[config.mk]
export PLATFORM = sky130hd
export DESIGN_NAME = rx
export DESIGN_NICKNAME = d
export VERILOG_FILES = /design/src/rtl/rx_pkg.sv /design/src/rtl/rx_sync.sv /design/src/rtl/rx.sv
export SDC_FILE = /design/constraint.sdc
export NUM_CORES = 1
export LEC_CHECK = 0
export BUFFER_PORTS_ARGS = -buffer_cell sky130_fd_sc_hd__buf_2
export CAP_MARGIN = 10
export CORE_ASPECT_RATIO = 1.25
export CORE_UTILIZATION = 40
export CTS_CLUSTER_SIZE = 40
export DETAILED_ROUTE_END_ITERATION = 8
export GPL_ROUTABILITY_DRIVEN = 0
export MAX_ROUTING_LAYER = met4
export PLACE_DENSITY = 0.68
export SYNTH_ARGS = -nofsm -noshare
export SYNTH_HDL_FRONTEND = slang
export SYNTH_SLANG_ARGS = --single-unit
[constraint.sdc]
create_clock -name i_clock -period 3.25 [get_ports i_clock]
set_clock_uncertainty 0.05 [all_clocks]
set_input_delay 0.325 -clock i_clock [delete_from_list [all_inputs] [get_ports i_clock]]
set_output_delay 0.325 -clock i_clock [all_outputs]
set_load 0.03 [all_outputs]
[src/rtl/rx_pkg.sv]
// Shared UART constants and state encodings, common to the receiver and transmitter.
package rx_pkg;

  localparam int WIDTH_WORD    = 8;
  localparam int CANT_BIT_STOP = 2;
  localparam int TICKS_PER_BIT = 16;

  typedef enum logic [3:0] {
    ESPERA = 4'b0001,
    START  = 4'b0010,
    READ   = 4'b0100,
    STOP   = 4'b1000
  } state_t;

endpackage

[src/rtl/rx_sync.sv]
// Two-flop synchroniser for the asynchronous serial line; resets to the idle (high) level.
module rx_sync (
  input  logic clock,
  input  logic reset,
  input  logic line,
  output logic line_s
);

  logic meta;

  always_ff @(posedge clock or posedge reset) begin
    if (reset) begin
      meta   <= 1'b1;
      line_s <= 1'b1;
    end else begin
      meta   <= line;
      line_s <= meta;
    end
  end

endmodule

[src/rtl/rx.sv]
// UART receiver: 16x oversampled, MSB-first data, configurable stop bits, one-clock done pulse.
//
// state  | meaning
// ESPERA | line idle, waiting for a low sample
// START  | counting to mid start bit to reject glitches
// READ   | sampling data bits at mid-bit
// STOP   | sampling stop bits, publishing the word on the last one
module rx
  import rx_pkg::*;
#(
  parameter int WIDTH_WORD_RX = rx_pkg::WIDTH_WORD,
  parameter int CANT_BIT_STOP = rx_pkg::CANT_BIT_STOP,
  parameter int TICKS_PER_BIT = rx_pkg::TICKS_PER_BIT
) (
  input  logic                     i_clock,
  input  logic                     i_reset,
  input  logic                     i_rate,
  input  logic                     i_bit_rx,
  output logic [WIDTH_WORD_RX-1:0] o_data_out,
  output logic                     o_rx_done,
  output logic                     o_frame_error
);

  localparam int TW = $clog2(TICKS_PER_BIT);
  localparam int BW = $clog2(WIDTH_WORD_RX) + 1;
  localparam int SW = $clog2(CANT_BIT_STOP) + 1;

  localparam logic [TW-1:0] TICK_MID  = TW'(TICKS_PER_BIT / 2 - 1);
  localparam logic [TW-1:0] TICK_LAST = TW'(TICKS_PER_BIT - 1);
  localparam logic [BW-1:0] BIT_LAST  = BW'(WIDTH_WORD_RX - 1);
  localparam logic [SW-1:0] STOP_LAST = SW'(CANT_BIT_STOP - 1);

  logic rx_s;

  state_t                   state, state_n;
  logic [TW-1:0]            tick_cnt, tick_cnt_n;
  logic [BW-1:0]            bit_cnt, bit_cnt_n;
  logic [SW-1:0]            stop_cnt, stop_cnt_n;
  logic [WIDTH_WORD_RX-1:0] shreg, shreg_n;
  logic                     err, err_n, err_final;
  logic [WIDTH_WORD_RX-1:0] data_n;
  logic                     done_n;
  logic                     frame_error_n;

  rx_sync u_sync (
    .clock  (i_clock),
    .reset  (i_reset),
    .line   (i_bit_rx),
    .line_s (rx_s)
  );

  always_ff @(posedge i_clock or posedge i_reset) begin
    if (i_reset) begin
      state         <= ESPERA;
      tick_cnt      <= '0;
      bit_cnt       <= '0;
      stop_cnt      <= '0;
      shreg         <= '0;
      err           <= 1'b0;
      o_data_out    <= '0;
      o_rx_done     <= 1'b0;
      o_frame_error <= 1'b0;
    end else begin
      state         <= state_n;
      tick_cnt      <= tick_cnt_n;
      bit_cnt       <= bit_cnt_n;
      stop_cnt      <= stop_cnt_n;
      shreg         <= shreg_n;
      err           <= err_n;
      o_data_out    <= data_n;
      o_rx_done     <= done_n;
      o_frame_error <= frame_error_n;
    end
  end

  // The final stop sample must be folded into the published error flag on the same clock.
  assign err_final = err | ~rx_s;

  always_comb begin
    state_n       = state;
    tick_cnt_n    = tick_cnt;
    bit_cnt_n     = bit_cnt;
    stop_cnt_n    = stop_cnt;
    shreg_n       = shreg;
    err_n         = err;
    data_n        = o_data_out;
    done_n        = 1'b0;
    frame_error_n = o_frame_error;

    case (state)
      ESPERA: begin
        if (i_rate && !rx_s) begin
          state_n    = START;
          tick_cnt_n = '0;
        end
      end

      START: begin
        if (i_rate) begin
          if (tick_cnt == TICK_MID) begin
            tick_cnt_n = '0;
            if (!rx_s) begin
              state_n   = READ;
              bit_cnt_n = '0;
              err_n     = 1'b0;
            end else begin
              state_n = ESPERA;
            end
          end else begin
            tick_cnt_n = tick_cnt + TW'(1);
          end
        end
      end

      READ: begin
        if (i_rate) begin
          if (tick_cnt == TICK_LAST) begin
            shreg_n    = {shreg[WIDTH_WORD_RX-2:0], rx_s};
            bit_cnt_n  = bit_cnt + BW'(1);
            tick_cnt_n = '0;
            if (bit_cnt == BIT_LAST) begin
              state_n    = STOP;
              stop_cnt_n = '0;
            end
          end else begin
            tick_cnt_n = tick_cnt + TW'(1);
          end
        end
      end

      STOP: begin
        if (i_rate) begin
          if (tick_cnt == TICK_LAST) begin
            err_n      = err_final;
            stop_cnt_n = stop_cnt + SW'(1);
            tick_cnt_n = '0;
            if (stop_cnt == STOP_LAST) begin
              data_n        = shreg;
              frame_error_n = err_final;
              done_n        = 1'b1;
              state_n       = ESPERA;
            end
          end else begin
            tick_cnt_n = tick_cnt + TW'(1);
          end
        end
      end

      default: begin
        state_n    = ESPERA;
        tick_cnt_n = '0;
        bit_cnt_n  = '0;
        stop_cnt_n = '0;
      end
    endcase
  end

endmodule
==> results.rst <==
.. list-table::
   :header-rows: 1

   * - Metric
     - Value
   * - Via count of the first global-routing pass
     - 1158
   * - # DRC
     - 0
   * - Ranking of synthesized cells by area
     - dfrtp_1, mux2_4, mux2_2
   * - Violation count after the first detailed-routing iteration
     - 22
   * - Total of hold buffers inserted after clock tree synthesis
     - 0
   * - Routed Antenna Nets
     - 0
   * - Wire length of the first global-routing pass
     - 5.44 mm
   * - Most common cell after layout, fill and taps aside
     - dfrtp_1
   * - Row count
     - 27
   * - Number of standard cells after synthesis
     - 165
   * - Starting density of the core
     - 0.416
   * - TritonRoute pass-1 iters
     - 4
   * - Summed instance area of the synthesized netlist
     - 1830 um^2
   * - Combinational family with the most area after synthesis
     - simple AND/OR/NAND/NOR gates
   * - Post-synthesis share of cell area spent on xor and xnor gates
     - 0.00960
   * - Portion of the clock cycle consumed by the worst path in the final layout
     - 0.697
   * - Switching part of the total
     - 0.357
   * - Placed instance area
     - 1910 um^2
   * - Die W
     - 62.4 um
   * - Number of vias per cell
     - 5.37
   * - CTS clk-pin slew, worst paths
     - 0.08 ns
   * - Share of the synthesized area in compound gates (AO/OA/AOI/OAI)
     - 0.151
   * - Power density over cell area
     - 585 nW/um^2
   * - Tightest slew margin relative to the limit
     - 0.471
   * - Endpoint kind of the worst setup timing path
     - register
   * - Slowest cell delay on critical path
     - 0.68 ns
   * - YS warnings
     - 0
   * - Port-buffer cells
     - 13
   * - Number of distinct library cells after synthesis
     - 44
   * - Average wire per cell in the routed design
     - 13.4 um
   * - Number of cells on the worst reg-to-reg path
     - 4
   * - Source of the worst register-to-register timing path
     - state[1]
   * - Number of instances resized during post-cts repair
     - 0
   * - Type of element launching the critical path
     - register
   * - Core region area
     - 4390 um^2
   * - Cell at the root of the clock tree
     - clkbuf_8
   * - Data arrival time of the critical path
     - 2.39 ns
   * - Multiplexer area fraction after synthesis
     - 0.125
   * - Simple-gate share of the synthesized area
     - 0.169
   * - Leakage Power
     - 0.971 nW
   * - Cell family contributing the most delay on the critical path
     - simple AND/OR/NAND/NOR gates
   * - Most used cell, CP
     - nor2_1
   * - Critical path buffers and inverters
     - 0
   * - Cell type with the largest total area after synthesis
     - dfrtp_1
   * - Setup repair after global routing missed its margin
     - no
   * - Net switching power
     - 420 uW
   * - Cells along the critical path
     - nor2_1, nand3b_1, nor2_1, mux2_2
   * - Syn_area_per_cell
     - 11.1 um^2
   * - Routed vias
     - 1273
   * - Inserted Diodes
     - 0
   * - Highest net fanout along the worst path
     - 16
   * - Share of cells above drive strength 1
     - 0.274
   * - CTS tree
     - built
   * - Share of power burned in combinational logic
     - 0.274
   * - Maximum number of pins on one net before global-route repair
     - 36
   * - Worst r2r dst
     - shreg[3]
   * - Sequential fraction of design power
     - 0.457
   * - Global-route usage over all layers
     - 0.151
   * - Level count of the clock H-tree
     - 2
   * - Worst R2R Setup Slack
     - 0.98 ns
   * - Max-capacitance violation count
     - 0
   * - Worst-skew pair later-pin latency
     - 0.29 ns
   * - Summed negative setup slack over all endpoints
     - 0 ns
   * - Half-perimeter wire length after placement
     - 2.18 mm
   * - Area taken by multi-input logic gates
     - 867 um^2
   * - Maximum frequency from static timing analysis
     - 0.441 GHz
   * - Final net count
     - 185
   * - Commonest cells after routing, fill and taps aside
     - dfrtp_1, buf_2, nor2_1
   * - Slowest CP cell
     - nor2_1
   * - Number of max-slew violations in the final report
     - 0
   * - Register area
     - 880 um^2
   * - Clock tree sinks
     - 35
   * - Total setup violations reported at the end of the flow
     - 0
   * - Final standard cell area without fillers
     - 2010 um^2
   * - Filler Cells Inserted
     - 408
   * - Die height
     - 77.5 um
   * - I/O pin cnt
     - 14
   * - Adder-Cell Fraction of Synth Area
     - 0.0206
   * - Count of endpoints failing hold in the final timing report
     - 0
   * - Area growth, synth to finish
     - 10.0%
   * - Critical path start-end classification
     - reg -> reg
   * - Number of nets produced by synthesis
     - 172
   * - Clock period minus worst slack
     - 2.27 ns
   * - Number of synthesized register bits
     - 35
   * - Initial antenna violation count
     - 0
   * - Internal cell power
     - 755 uW
   * - IR Drop Worst-Case VDD
     - 0.000424 V
   * - Number of buffers created by CTS
     - 5
   * - Final wirelength
     - 3.16 mm
   * - Setup Fix Bufs, Post-CTS
     - 0
   * - Top cell type's share of synthesized area
     - 0.439
   * - Hold WC Path Type
     - in -> async
   * - Critical Path RT
     - 3.38 ns
   * - Clk buf depth
     - 2
   * - Post-synthesis sequential area ratio
     - 0.482
   * - Total congestion overflow
     - 0
   * - Slew at the pin closest to its max-slew limit
     - 0.790 ns
   * - Outcome
     - finished, final reports clean
   * - Part of the total power dissipated in the clock network
     - 0.269
   * - Die footprint
     - 4840 um^2
## area by class of cell
| cell class | instances | share of cell area |
|---|---|---|
| clock inverter | 3 | 0.0125 |
| clock buffer | 5 | 0.0343 |
| sequential | 35 | 0.438 |
| inverter | 6 | 0.0112 |
| multi-input combinational | 116 | 0.432 |
| tap | 58 | 0.0361 |
| timing repair buffer | 14 | 0.0361 |
## metal layers
layer | vias to the layer above | track usage | share of wire
li1 | 630 | - | -
met1 | 599 | 0.194 | 0.48
met2 | 36 | 0.218 | 0.45
met3 | 8 | 0.0353 | 0.045
met4 | 0 | 0.0837 | 0.025
met5 | - | - | 0
## registers in the layout, indices dropped and copies added, names as in the netlist
register       cells
o_data_out         8
shreg              8
bit_cnt            4
state              4
tick_cnt           4
stop_cnt           2
err                1
o_frame_error      1
o_rx_done          1
u_sync.line_s      1
u_sync.meta        1
## stage by stage
step / power, mW / instances / worst slack [ns] / utilization / hold WS (ns)
after detailed placement: 0.869 / 229 / 0.997 / 0.436 / 0.298
after global routing: 1.26 / 237 / 0.762 / 0.457 / 0.0636
final: 1.18 / 237 / 0.984 / 0.457 / 0.0633
after global placement: 0.861 / 229 / 1.01 / 0.436 / 0.297
after CTS: 1.19 / 237 / 0.965 / 0.457 / 0.0741
after floorplan: 0.816 / 165 / 1.56 / - / 0.279
## worst min-delay path, cell delays in order
cell and delay [ns]:
buf_2 0.09, inv_1 0.04, buf_4 0.37
## worst max-delay path by stage
stage	start	end	slack, ns	cells after the start
after floorplan	state[0]	stop_cnt[0]	1.56	5
after global placement	state[3]	o_data_out[6]	1.01	4
after detailed placement	tick_cnt[0]	o_data_out[5]	1.0	5
after CTS	tick_cnt[0]	o_data_out[5]	0.96	5
after global routing	state[1]	shreg[3]	0.76	4
final	state[1]	shreg[3]	0.98	4
## cells in the mapped netlist
library cell,instances
or3_1,1
buf_6,1
nand4_1,2
nor2b_1,6
a31oi_1,2
nor3b_2,1
mux2_4,7
nor2_1,10
nand2b_1,2
a21boi_0,1
buf_4,4
nor3_1,3
o31ai_1,4
dfstp_2,3
nor4b_2,2
a22o_1,2
nor2_2,1
o21ai_0,8
nand3_1,6
nand2_1,9
buf_2,3
or2_2,1
o21ai_2,1
dfrtp_1,32
nand3b_1,3
a211oi_1,1
a21o_1,1
o211ai_1,1
a221oi_2,1
o41ai_1,4
ha_1,3
mux2_2,9
inv_1,6
xor2_1,2
a21oi_1,3
nor4_1,1
nor4b_1,2
and3b_1,1
o21ai_1,8
o311ai_1,1
mux2_1,2
o211ai_2,1
and3_1,2
a32o_1,1
## cells by family after synthesis
group           count (synthesis)
xor+xnor                        2
flops                          35
buf+inv                        14
compound gates                 40
simple gates                   53
mux                            18
fa+ha+maj                       3
## power groups by stage
stage / registers, mW / clock network [mW] / logic [mW]
after detailed placement: 0.543 / 0 / 0.326
after global routing: 0.547 / 0.348 / 0.366
final: 0.537 / 0.316 / 0.323
after global placement: 0.542 / 0 / 0.319
after CTS: 0.535 / 0.327 / 0.326
after floorplan: 0.500 / 0 / 0.316
Note: power is estimated with default switching activity, not from simulation.
